**src/rtl/fifo_pkg.sv**
```systemverilog
// fifo_pkg: shared pointer-width helper and read-mode constants for fifo_flags.
package fifo_pkg;
  localparam int FWFT_SHOWAHEAD = 1;
  localparam int FWFT_REGISTERED = 0;
  function automatic int ptr_w(input int depth);
    return $clog2(depth) + 1;
  endfunction
endpackage

```
**src/rtl/fifo_mem.sv**
```systemverilog
// fifo_mem: DEPTH x WIDTH simple dual-port array, synchronous write, asynchronous read.
module fifo_mem #(
  parameter int WIDTH = 8,
  parameter int DEPTH = 16
) (
  input  logic                     clk,
  input  logic                     we,
  input  logic [$clog2(DEPTH)-1:0] waddr,
  input  logic [WIDTH-1:0]         wdata,
  input  logic [$clog2(DEPTH)-1:0] raddr,
  output logic [WIDTH-1:0]         rdata
);
  logic [WIDTH-1:0] mem_q [DEPTH];
  always_ff @(posedge clk) if (we) mem_q[waddr] <= wdata;
  assign rdata = mem_q[raddr];
endmodule

```
**src/rtl/fifo_flags.sv**
```systemverilog
// fifo_flags: synchronous FIFO with programmable thresholds, fill count, sticky
// error flags, flush and selectable show-ahead / registered read.
module fifo_flags
  import fifo_pkg::*;
#(
  parameter int WIDTH     = 8,
  parameter int DEPTH     = 16,
  parameter int AF_THRESH = 14,
  parameter int AE_THRESH = 2,
  parameter int FWFT      = 1
) (
  input  logic                   clk,
  input  logic                   rst_n,
  input  logic                   wr_en,
  input  logic [WIDTH-1:0]       data_in,
  input  logic                   rd_en,
  input  logic                   flush,
  input  logic                   clr_err,
  output logic [WIDTH-1:0]       data_out,
  output logic                   rd_valid,
  output logic                   full,
  output logic                   empty,
  output logic                   almost_full,
  output logic                   almost_empty,
  output logic [$clog2(DEPTH):0] count,
  output logic                   overflow,
  output logic                   underflow
);
  localparam int AW = $clog2(DEPTH);
  localparam int PW = ptr_w(DEPTH);
  localparam logic [PW-1:0] DEPTH_C = PW'(DEPTH);
  localparam logic [PW-1:0] AF_C = PW'(AF_THRESH);
  localparam logic [PW-1:0] AE_C = PW'(AE_THRESH);
  logic [PW-1:0] wr_ptr_q, wr_ptr_d, rd_ptr_q, rd_ptr_d;
  logic ovf_q, ovf_d, unf_q, unf_d, rd_valid_q, rd_valid_d, wr_ok, rd_ok;
  logic [WIDTH-1:0] dout_q, dout_d, rdata;
  // Extra wrap bit makes the pointer difference the exact occupancy 0..DEPTH.
  assign count        = wr_ptr_q - rd_ptr_q;
  assign full         = count == DEPTH_C;
  assign empty        = count == '0;
  assign almost_full  = count >= AF_C;
  assign almost_empty = count <= AE_C;
  assign overflow     = ovf_q;
  assign underflow    = unf_q;
  assign rd_valid     = (FWFT == FWFT_SHOWAHEAD) ? !empty : rd_valid_q;
  assign data_out     = (FWFT == FWFT_SHOWAHEAD) ? (empty ? '0 : rdata) : dout_q;
  fifo_mem #(.WIDTH(WIDTH), .DEPTH(DEPTH)) u_mem (
    .clk   (clk),
    .we    (wr_ok),
    .waddr (wr_ptr_q[AW-1:0]),
    .wdata (data_in),
    .raddr (rd_ptr_q[AW-1:0]),
    .rdata (rdata)
  );
  always_comb begin
    wr_ok      = rst_n && wr_en && !full && !flush;
    rd_ok      = rd_en && !empty && !flush;
    wr_ptr_d   = flush ? '0 : wr_ptr_q + PW'(wr_ok);
    rd_ptr_d   = flush ? '0 : rd_ptr_q + PW'(rd_ok);
    ovf_d      = (wr_en && full && !flush) || (ovf_q && !clr_err);
    unf_d      = (rd_en && empty && !flush) || (unf_q && !clr_err);
    rd_valid_d = (FWFT == FWFT_REGISTERED) && rd_ok;
    dout_d     = rd_ok ? rdata : dout_q;
  end
  always_ff @(posedge clk) begin
    if (!rst_n) begin
      wr_ptr_q   <= '0;
      rd_ptr_q   <= '0;
      ovf_q      <= 1'b0;
      unf_q      <= 1'b0;
      rd_valid_q <= 1'b0;
      dout_q     <= '0;
    end else begin
      wr_ptr_q   <= wr_ptr_d;
      rd_ptr_q   <= rd_ptr_d;
      ovf_q      <= ovf_d;
      unf_q      <= unf_d;
      rd_valid_q <= rd_valid_d;
      dout_q     <= dout_d;
    end
  end
endmodule

```
**config.mk**
```make
export PLATFORM = sky130hd
export DESIGN_NAME = fifo_flags
export DESIGN_NICKNAME = d
export VERILOG_FILES = /design/src/rtl/fifo_pkg.sv /design/src/rtl/fifo_mem.sv /design/src/rtl/fifo_flags.sv
export SDC_FILE = /design/constraint.sdc
export NUM_CORES = 1
export LEC_CHECK = 0
export ABC_AREA = 1
export CAP_MARGIN = 40
export CORE_UTILIZATION = 43
export CTS_CLUSTER_SIZE = 14
export DETAILED_ROUTE_END_ITERATION = 10
export GPL_TIMING_DRIVEN = 0
export PLACE_DENSITY = 0.68
export SYNTH_ARGS = -nofsm -noshare
export SYNTH_HDL_FRONTEND = slang
export SYNTH_SLANG_ARGS = --single-unit
```
**constraint.sdc**
```tcl
create_clock -name clk -period 3 [get_ports clk]
set_input_delay 0.3 -clock clk [delete_from_list [all_inputs] [get_ports clk]]
set_output_delay 0.3 -clock clk [all_outputs]
set_load 0.01 [all_outputs]
```
* Yosys cells after proc, flatten, opt, wreduce, memory -nomap -nowiden
Memories as Yosys holds them, arrays and structs flattened. A register that Yosys moved wholly into a read port is not among the register bits. Cells that the tools add are included.
Cells by class: add/subtract/negate cells 3, magnitude comparators 2, eq/ne operators 1, mux-type cells 4, bitwise gates (word level) 1, reduce and logical (&&, ||, !) cells 19
Operator list (number):
- $logic_and 1x1->1 | 11
- $add 5x1->5 | 2
- $mux 8 | 1
- $eq 5x5->1 const B | 1
- $ge 5x4->1 const B | 1
- $le 5x2->1 const B | 1
- $logic_not 5->1 | 1
- $sub 5x5->5 | 1
- $logic_not 1->1 | 4
- $mux 4 | 1
- $logic_or 1x1->1 | 2
- $mux 1 | 2
- $reduce_or 2->1 | 1
- $not 1->1 | 1
Word-level totals: bits in registers 12, RAM bits 128, output and inout bits 20, memories 1
Memories:
- u_mem.mem_q | depth 16, width 8, rd ports 1, clocked after Yosys merged registers in 1, write ports 1, line fifo_mem.sv:13 | logic [WIDTH-1:0] mem_q [DEPTH];

* Logic depth before layout (Yosys ltp)
Gate-level depths: netlist (run 1).
depth in word-level cells 7, mapped depth 17, gate-level depth less buffers 16

* Modules after synthesis
From an unflattened synthesis (run 1), not the netlist that was laid out.
Unflattened totals: cell total of the unflattened synthesis 665, area total of the unflattened synthesis 6412.4 sq um
Modules (own cells, without submodules):
- fifo_mem | instances 1, cells an instance 543, area an instance 5606.6 sq um
- fifo_flags | instances 1, cells an instance 122, area an instance 805.8 sq um

* Worst setup path after synthesis (run 1)
No wires, ideal clock.
path type reg2reg, start point register rd_ptr_q[1], end point register rd_ptr_q[4], library setup time 0.070 ns, arrival 2.607 ns, path slack 0.323 ns, stages on the path, launching flop included 17, path buffers 3, period minus slack after synthesis 2.677 ns, cells stage by stage dfxtp_1 > buf_2 > inv_1 > buf_2 > fa_1 > inv_1 > nand2_1 > nor2_2 > nand2_1 > nor2_1 > buf_4 > nor2_1 > ha_1 > ha_1 > nand2_1 > o21ai_0 > a21oi_1
Between the ends: longest elaborated chain between the ends 6
RTL lines:
- start: declaration | line fifo_flags.sv:34 | logic [PW-1:0] wr_ptr_q, wr_ptr_d, rd_ptr_q, rd_ptr_d;
- start signal: assignment | line fifo_flags.sv:75 | rd_ptr_q <= rd_ptr_d;
- $sub 5x5->5 | line fifo_flags.sv:38 | assign count = wr_ptr_q - rd_ptr_q;
- net count[1] | line fifo_flags.sv:25 | output logic [$clog2(DEPTH):0] count,
- $logic_not 5->1 | line fifo_flags.sv:40 | assign empty = count == '0;
- net empty | line fifo_flags.sv:22 | output logic empty,
- $logic_not 1->1 | line fifo_flags.sv:57 | rd_ok = rd_en && !empty && !flush;
- $logic_and 1x1->1 (2 in a row) | line fifo_flags.sv:57
- $add 5x1->5 | line fifo_flags.sv:59 | rd_ptr_d = flush ? '0 : rd_ptr_q + PW'(rd_ok);
The timed path passes the listed nets, and every way through them passes these cells. A chain may end at the register's enable or synchronous reset.

* Worst setup path in the final report (run 1)
start point register wr_ptr_q[0], end point output rd_valid
Between the ends: longest elaborated chain between the ends 3
RTL lines:
- start: declaration | line fifo_flags.sv:34
- start signal: assignment | line fifo_flags.sv:74 | wr_ptr_q <= wr_ptr_d;
- $sub 5x5->5 | line fifo_flags.sv:38
- $logic_not 5->1 | line fifo_flags.sv:40
- $logic_not 1->1 | line fifo_flags.sv:45 | assign rd_valid = (FWFT == FWFT_SHOWAHEAD) ? !empty : rd_valid_q;
- end: declaration | line fifo_flags.sv:20 | output logic rd_valid,
No other way between the ends.

==> results of run 1 <==
-- kinds of logic (layout without fill, tap and decap cells) --
logic type	Yosys count	in the layout	synth area share
compound gates	14	14	0.0126
fa+ha+maj	9	9	0.0198
simple gates	351	351	0.246
buf+inv	60	140	0.0413
xor+xnor	3	3	0.00558
flops	140	140	0.675
-- routing by layer --
metal | vias up | global-route usage
li1 | 2088 | -
met1 | 2067 | 0.278
met2 | 180 | 0.324
met3 | 45 | 0.0561
met4 | 0 | 0.108
met5 | - | 0
-- cell usage in the layout (no fill, tap or decap), drive strengths merged --
cell type / count
a21oi: 8
inv: 36
dlymetal6s2s: 1
dfxtp: 12
nor2: 43
xnor2: 2
o21ai: 5
dlygate4sd2: 3
clkdlybuf4s50: 20
o31ai: 1
bufinv: 1
fa: 1
clkinvlp: 3
nand3: 105
nand3b: 1
clkbuf: 30
clkdlybuf4s15: 6
ha: 8
clkinv: 10
buf: 30
nand4: 2
edfxtp: 128
nand2: 199
xor2: 1
nor3: 1
-- cells in the mapped netlist (4+ instances only) --
library cell / n
a21oi_1: 7
buf_2: 11
clkbuf_1: 10
dfxtp_1: 12
edfxtp_1: 128
ha_1: 8
inv_1: 33
nand2_1: 197
nand3_1: 104
nor2_1: 39
nor2_2: 4
o21ai_0: 5
-- flip-flops by register name (all words and copies together), names as in the netlist --
name / flops
rd_ptr_q: 5
wr_ptr_q: 5
overflow: 1
u_mem.mem_q: 128
underflow: 1
-- critical path: stages, from the launching register on --
cell and delay [ps]:
dfxtp_2 340, inv_1 70, ha_1 190, inv_2 80
fa_2 460, inv_2 90, nand2_2 60, nor2_4 140
nand2_2 80, nor2_4 120, buf_6 110, buf_6 130
inv_1 40, dlygate4sd2_1 270
-- area by class of cell --
type,count,share of cell area
Tap cell,176,0.0299
Multi-Input combinational cell,377,0.241
Clock buffer,18,0.0597
Timing Repair Buffer,48,0.0597
Buffer,24,0.0189
Sequential cell,140,0.556
Inverter,36,0.0189
Clock inverter,14,0.0163
-- how the worst max path moves through the flow --
| stage | endpoint | slack, ps |
|---|---|---|
| 2_1_floorplan | rd_ptr_q[4] | 320 |
| 5_1_grt | rd_valid | 2 |
| 3_3_place_gp | rd_ptr_q[4] | -180 |
| 4_1_cts | data_out[3] | -2 |
| 6_report | rd_valid | 100 |
| 3_5_place_dp | u_mem.mem_q[14][3] | -290 |
-- what timing repair did --
action,4_1_cts,5_1_grt
setup endpoints to repair,99,52
cloned,1,0
buffers inserted,9,4
resized for setup,42,23
pin swaps,4,2
-- power by group through the flow --
stage                     logic (mW)  registers [mW]  clock network [mW]
after floorplan               0.0430            2.18                   0
after CTS                      0.131            2.14                1.96
after global placement         0.117            2.18                   0
after detailed placement       0.121            2.18                   0
after global routing           0.144            2.13                2.04
final                          0.134            2.14                1.95
==> key figures, run 1 <==
Power
  • Sequential share of power: 0.506
  • Sw frac: 0.208
  • Power density over the cells: 574 nW/um2
  • Combinational Power Share: 0.032
  • Net switching power: 0.879 mW
  • Portion of total power attributed to the clock network: 0.462
  • Leakage: 2.80 nW
  • Internal cell power: 3.34 mW
  • Power consumption: 4.22 mW
  • Peak ir drop on the vdd network: 358 uV

Cells and area
  • Utilization after layout: 0.544
  • Layout Area Growth over Synthesis: 21.5%
  • Cell Count, Final, Fillers Out: 833
  • Multi-input logic area: 1770 um2
  • Share of layout cells above drive strength 1: 0.146
  • Seq. cell area: 4090 um2
  • Final layout net count: 667
  • Count of fill cells added during filler insertion: 1132
  • Diodes inserted: 0
  • Post-route design area: 7350 um2

Setup path
  • Worst-case reg-to-reg path depth: 18
  • Register-to-register setup slack: 170 ps
  • Critical Path Sink Type: primary output
  • Required time at the worst-slack endpoint: 2700 ps
  • Crit Path Category: reg -> out
  • Worst-path fanout max: 5
  • Worst r2r dst: rd_ptr_q[4]
  • Crit. Startpoint: wr_ptr_q[0]
  • Reg-to-Reg Start: rd_ptr_q[1]
  • Critical Path Start Type: register
  • Arrival @ worst endpoint: 2600 ps

STA
  • Final setup violating endpoints: 0
  • Min Clock Period, post-route: 2900 ps
  • Final worst-path cycle share: 0.966
  • Setup repair after global routing missed its margin: false
  • Setup TNS after final layout: 0 ps
  • Final hold violation count: 0
  • Final critical-path setup slack: 101 ps
  • Worst-case headroom to the max-slew limit: 0.458
  • Transition time at the pin with the least slew margin: 810 ps
  • Worst-case hold slack: 447 ps
  • Setup skew after layout: 6.57 ps
  • Peak clock frequency supported by timing: 0.345 GHz
  • Max-slew violations: 0

GRT
  • Grt total ovfl: 0
  • Number of antenna violations at the first check in global routing: 0
  • Global-route usage over all layers: 0.212
  • Global-route wire length before repair: 22600 um
  • Pin count of the biggest net entering global routing: 17
  • Via count of the first global-routing pass: 4223

Route
  • Vias per inst: 5.26
  • Routed length on met3: 1010 um
  • Post-detailed-route count of antenna-violating nets: 0
  • Mean routed wirelength per cell: 17.3 um
  • Total wire length after detailed routing: 14400 um
  • Number of vias in the routed layout: 4380
  • DRC violation total after the first TritonRoute iteration: 379
  • DRC Markers: 0
  • Wire length on met2: 6610 um
  • Uppermost metal layer occupied by signal nets: met4
  • Length of the first detailed-routing pass in iterations: 5
  • Post-route met1 wirelength: 6230 um

Clock network
  • Clock-pin slew reported for the worst setup and hold paths after clock tree synthesis: 60 ps
  • Insertion delay to the later sink of the worst-skew pair: 420 ps
  • Library cell used as clock root buffer: clkbuf_16
  • Number of hold buffers added after CTS: 0
  • Num CTS Buffers: 17
  • Clock tree from TritonCTS: yes
  • Max Root-Sink Buffers: 2
  • Count of H-tree levels built during CTS: 4
  • Clock Sink Count: 140

Floorplanning
  • Starting density of the core: 0.448
  • Chip Height: 121 um
  • Die boundary width: 121 um
  • Top-level I/O count: 34
  • Row count: 42
  • Die outline area: 14600 um2
  • Area of the placeable core: 13500 um2

Placement
  • Count of placed standard cells including taps: 786
  • Placed cell areas: 6600 um2
  • Number of I/O port buffers: 33
  • Placer Congestion: 0.831
  • Minimum setup slack after placement: -289 ps
  • HPWL after detailed placement: 9460 um

Logic synthesis
  • Post-synthesis average cell area: 10.5 um2
  • Synthesized cell area: 6050 um2
  • Async SR Flop Fraction: 0
  • Proportion of synthesized chip area in sequential cells: 0.675
  • Proportion of netlist area held by the largest area contributor: 0.635
  • Leading cell types by total area after synthesis: edfxtp_1, nand2_1, nand3_1
  • Mapped Nets: 600
  • Main synth FF type: edfxtp_1
  • Number of distinct library cell variants in the gate-level netlist after synthesis: 27
  • Flip-flop and latch count after synthesis: 140
  • Count of flip-flops with a built-in enable after synthesis: 128
  • Synthesis warning total: 0
  • Cells after synthesis: 577
  • Cell type with the highest aggregate area in the netlist: edfxtp_1

Worst hold path
  • Tightest Hold Check Type: in -> reg
  • WHS Endpoint: underflow
  • Number of cells traversed by the worst hold path: 3
  • Hold path startpoint: rst_n

Flow run
  • Total of max-cap violations: 0

Outcome
  • Outcome: completed
(Power assumes the default switching activity.)
==> run 2, diff against run 1 <==
- PLACE_DENSITY: 0.68 -> 0.7
- clock period: 3 -> 2.45 ns (I/O delays scaled with it)
==> run 2 against run 1 <==
Compared with the run above: the run now ends with negative setup slack left; clock-buffer cell count shrank 1; worst hold slack lost 67 ps; clock power increased by 26%; combinational power up 33%; final cell count up 0.60%; global-route usage rose by 0.97 points; register-to-register slack lost 370 ps; first-iteration DRC count rose by 0.26%; critical path depth rose by 2; largest cell class unchanged; largest power group unchanged.
==> key figures, run 2 (synthesis results as in run 1) <==
Floorplanning
  • Top-level I/O count: 34
  • Die outline area: 14600 um2
  • Starting density of the core: 0.448
  • Row count: 42
  • Chip Height: 121 um
  • Die boundary width: 121 um
  • Area of the placeable core: 13500 um2

Setup path
  • Critical Path Start Type: register
  • Arrival @ worst endpoint: 3000 ps
  • Crit Path Category: reg -> reg
  • Bufs and invs on worst path: 4
  • Stage delay of the slowest cell on the critical path: 430 ps
  • Crit-path slowest cell: fa_2
  • Required time at the worst-slack endpoint: 2800 ps
  • Last element of the critical path: rd_ptr_q[2]
  • Stages on the worst setup path: 15
  • Worst-case reg-to-reg path depth: 15
  • Reg-to-Reg Start: wr_ptr_q[0]
  • Cell family with the largest share of critical-path delay: adder cells
  • Cells along the critical path: inv_2, ha_4, inv_4, fa_2, xor2_4, nor2_4, nand2_2, nor2_4, buf_6, buf_6, nor2_4, ha_4, ha_4, xnor2_2, nor2_1
  • Worst-path fanout max: 5
  • Register-to-register setup slack: -200 ps
  • Crit. Startpoint: wr_ptr_q[0]
  • Worst r2r dst: rd_ptr_q[2]
  • Critical Path Sink Type: register

Cells and area
  • Count of fill cells added during filler insertion: 1064
  • Diodes inserted: 0
  • Cell Count, Final, Fillers Out: 838
  • Layout Area Growth over Synthesis: 26.4%
  • Utilization after layout: 0.566
  • Top library cells by usage in the layout, fill and taps aside: nand2_1, edfxtp_1, nand3_1, inv_1, buf_2
  • Post-route design area: 7650 um2
  • Number of flip-flops under the largest register name: 128
  • Biggest register: u_mem.mem_q
  • Most common library cell in the layout ignoring fill and taps: nand2_1
  • Final layout net count: 672
  • Largest regs: u_mem.mem_q x128, rd_ptr_q x5, wr_ptr_q x5
  • Share of layout cells above drive strength 1: 0.218

STA
  • Setup repair after global routing missed its margin: true
  • Final setup violating endpoints: 36
  • Final worst-path cycle share: 1.08
  • Peak clock frequency supported by timing: 0.377 GHz
  • Worst-case headroom to the max-slew limit: 0.412
  • Min Clock Period, post-route: 2650 ps
  • Transition time at the pin with the least slew margin: 879 ps
  • Final critical-path setup slack: -200 ps
  • Setup skew after layout: 6.29 ps
  • Max-slew violations: 0
  • Final hold violation count: 0

Clock network
  • Count of H-tree levels built during CTS: 4
  • Clock tree from TritonCTS: yes
  • Insertion delay to the later sink of the worst-skew pair: 440 ps
  • Max Root-Sink Buffers: 2
  • Clock Sink Count: 140
  • Num CTS Buffers: 17
  • Clock-pin slew reported for the worst setup and hold paths after clock tree synthesis: 60 ps
  • Library cell used as clock root buffer: clkbuf_16

Route
  • Number of vias in the routed layout: 4519
  • Vias per inst: 5.39
  • Mean routed wirelength per cell: 18.1 um
  • Length of the first detailed-routing pass in iterations: 4
  • DRC Markers: 0
  • Post-detailed-route count of antenna-violating nets: 0
  • Total wire length after detailed routing: 15100 um
  • DRC violation total after the first TritonRoute iteration: 380

Worst hold path
  • Tightest Hold Check Type: in -> reg

Power
  • Peak ir drop on the vdd network: 334 uV
  • Leakage: 2.88 nW
  • Sequential share of power: 0.499
  • Power density over the cells: 685 nW/um2
  • Sw frac: 0.221
  • Combinational Power Share: 0.034
  • Portion of total power attributed to the clock network: 0.468
  • Power consumption: 5.24 mW
  • Internal cell power: 4.08 mW
  • Net switching power: 1.16 mW

GRT
  • Pin count of the biggest net entering global routing: 17
  • Via count of the first global-routing pass: 4467
  • Number of antenna violations at the first check in global routing: 0
  • Global-route usage over all layers: 0.222
  • Global-route wire length before repair: 23500 um
  • Grt total ovfl: 0

Outcome
  • Outcome: finished with violations
  • Failing checks: negative setup slack

Placement
  • Number of I/O port buffers: 33
  • Placed cell areas: 6630 um2
  • HPWL after detailed placement: 9680 um
  • Placer Congestion: 0.860
  • Count of placed standard cells including taps: 786

Flow run
  • Total of max-cap violations: 0
## run 2: changes by cell type in the layout (fill, tap and decap cells not counted), sizes merged
| cell | change |
|---|---|
| clkinvlp | +1 |
| inv | +1 |
| clkdlybuf4s50 | -4 |
| clkinv | -1 |
| clkbuf | -3 |
| buf | +16 |
| clkdlybuf4s15 | -5 |
## run 2: final cells by class
type	instances	area, um2	share of cell area
flip-flops and latches	140	4090	0.535
multi-input cells	377	2000	0.262
repair buffers	53	460	0.0602
clock buffers	17	425	0.0556
well taps	176	220	0.0288
plain buffers	24	153	0.0200
inverters	36	150	0.0196
clock inverters	15	144	0.0188
## run 2: worst min-delay path: cells and delay by family
kind / cells / cell delay (ps)
buf+inv: 2 / 470
compound gates: 1 / 40
## run 2: how the worst min path moves through the flow
| stage | from | to | slack, ps | depth (start not counted) |
|---|---|---|---|---|
| 2_1_floorplan | data_in[0] | u_mem.mem_q[0][0] | 340 | 0 |
| 3_3_place_gp | overflow | overflow | 460 | 2 |
| 3_5_place_dp | underflow | underflow | 470 | 2 |
| 4_1_cts | rst_n | underflow | 380 | 3 |
| 5_1_grt | rst_n | underflow | 400 | 3 |
| 6_report | rst_n | underflow | 380 | 3 |
## run 2: power by group through the flow
| stage | Sequential, mW | Combinational, mW | Clock (mW) |
|---|---|---|---|
| after floorplan | 2.66 | 0.0528 | 0 |
| after global placement | 2.66 | 0.145 | 0 |
| after detailed placement | 2.66 | 0.151 | 0 |
| after CTS | 2.61 | 0.166 | 2.45 |
| after global routing | 2.61 | 0.190 | 2.56 |
| final | 2.61 | 0.178 | 2.45 |
## run 2: routing by layer
layer  up-vias  share of wire  GRT usage
met1      2155           0.41      0.276
met3        55          0.065     0.0505
met5         -              0          0
li1       2108              -          -
met4         0          0.038      0.118
met2       201           0.49      0.359
## run 2: what timing repair did
item	CTS	global route
cloned	1	0
buffers inserted	14	5
hold buffers	0	0
resized for setup	114	40
endpoints found under the setup margin	155	149
pin swaps	20	7
## run 2: stage by stage
| step | hold slack (ps) | setup WS [ps] | TNS, ps |
|---|---|---|---|
| detailed placement | 469 | -521 | -51690 |
| finish | 379 | -200 | -3960 |
| global placement | 459 | -480 | -39550 |
| CTS | 382 | -163 | -8520 |
| global route | 396 | -292 | -7720 |
| floorplan | 344 | 4.38 | 0 |
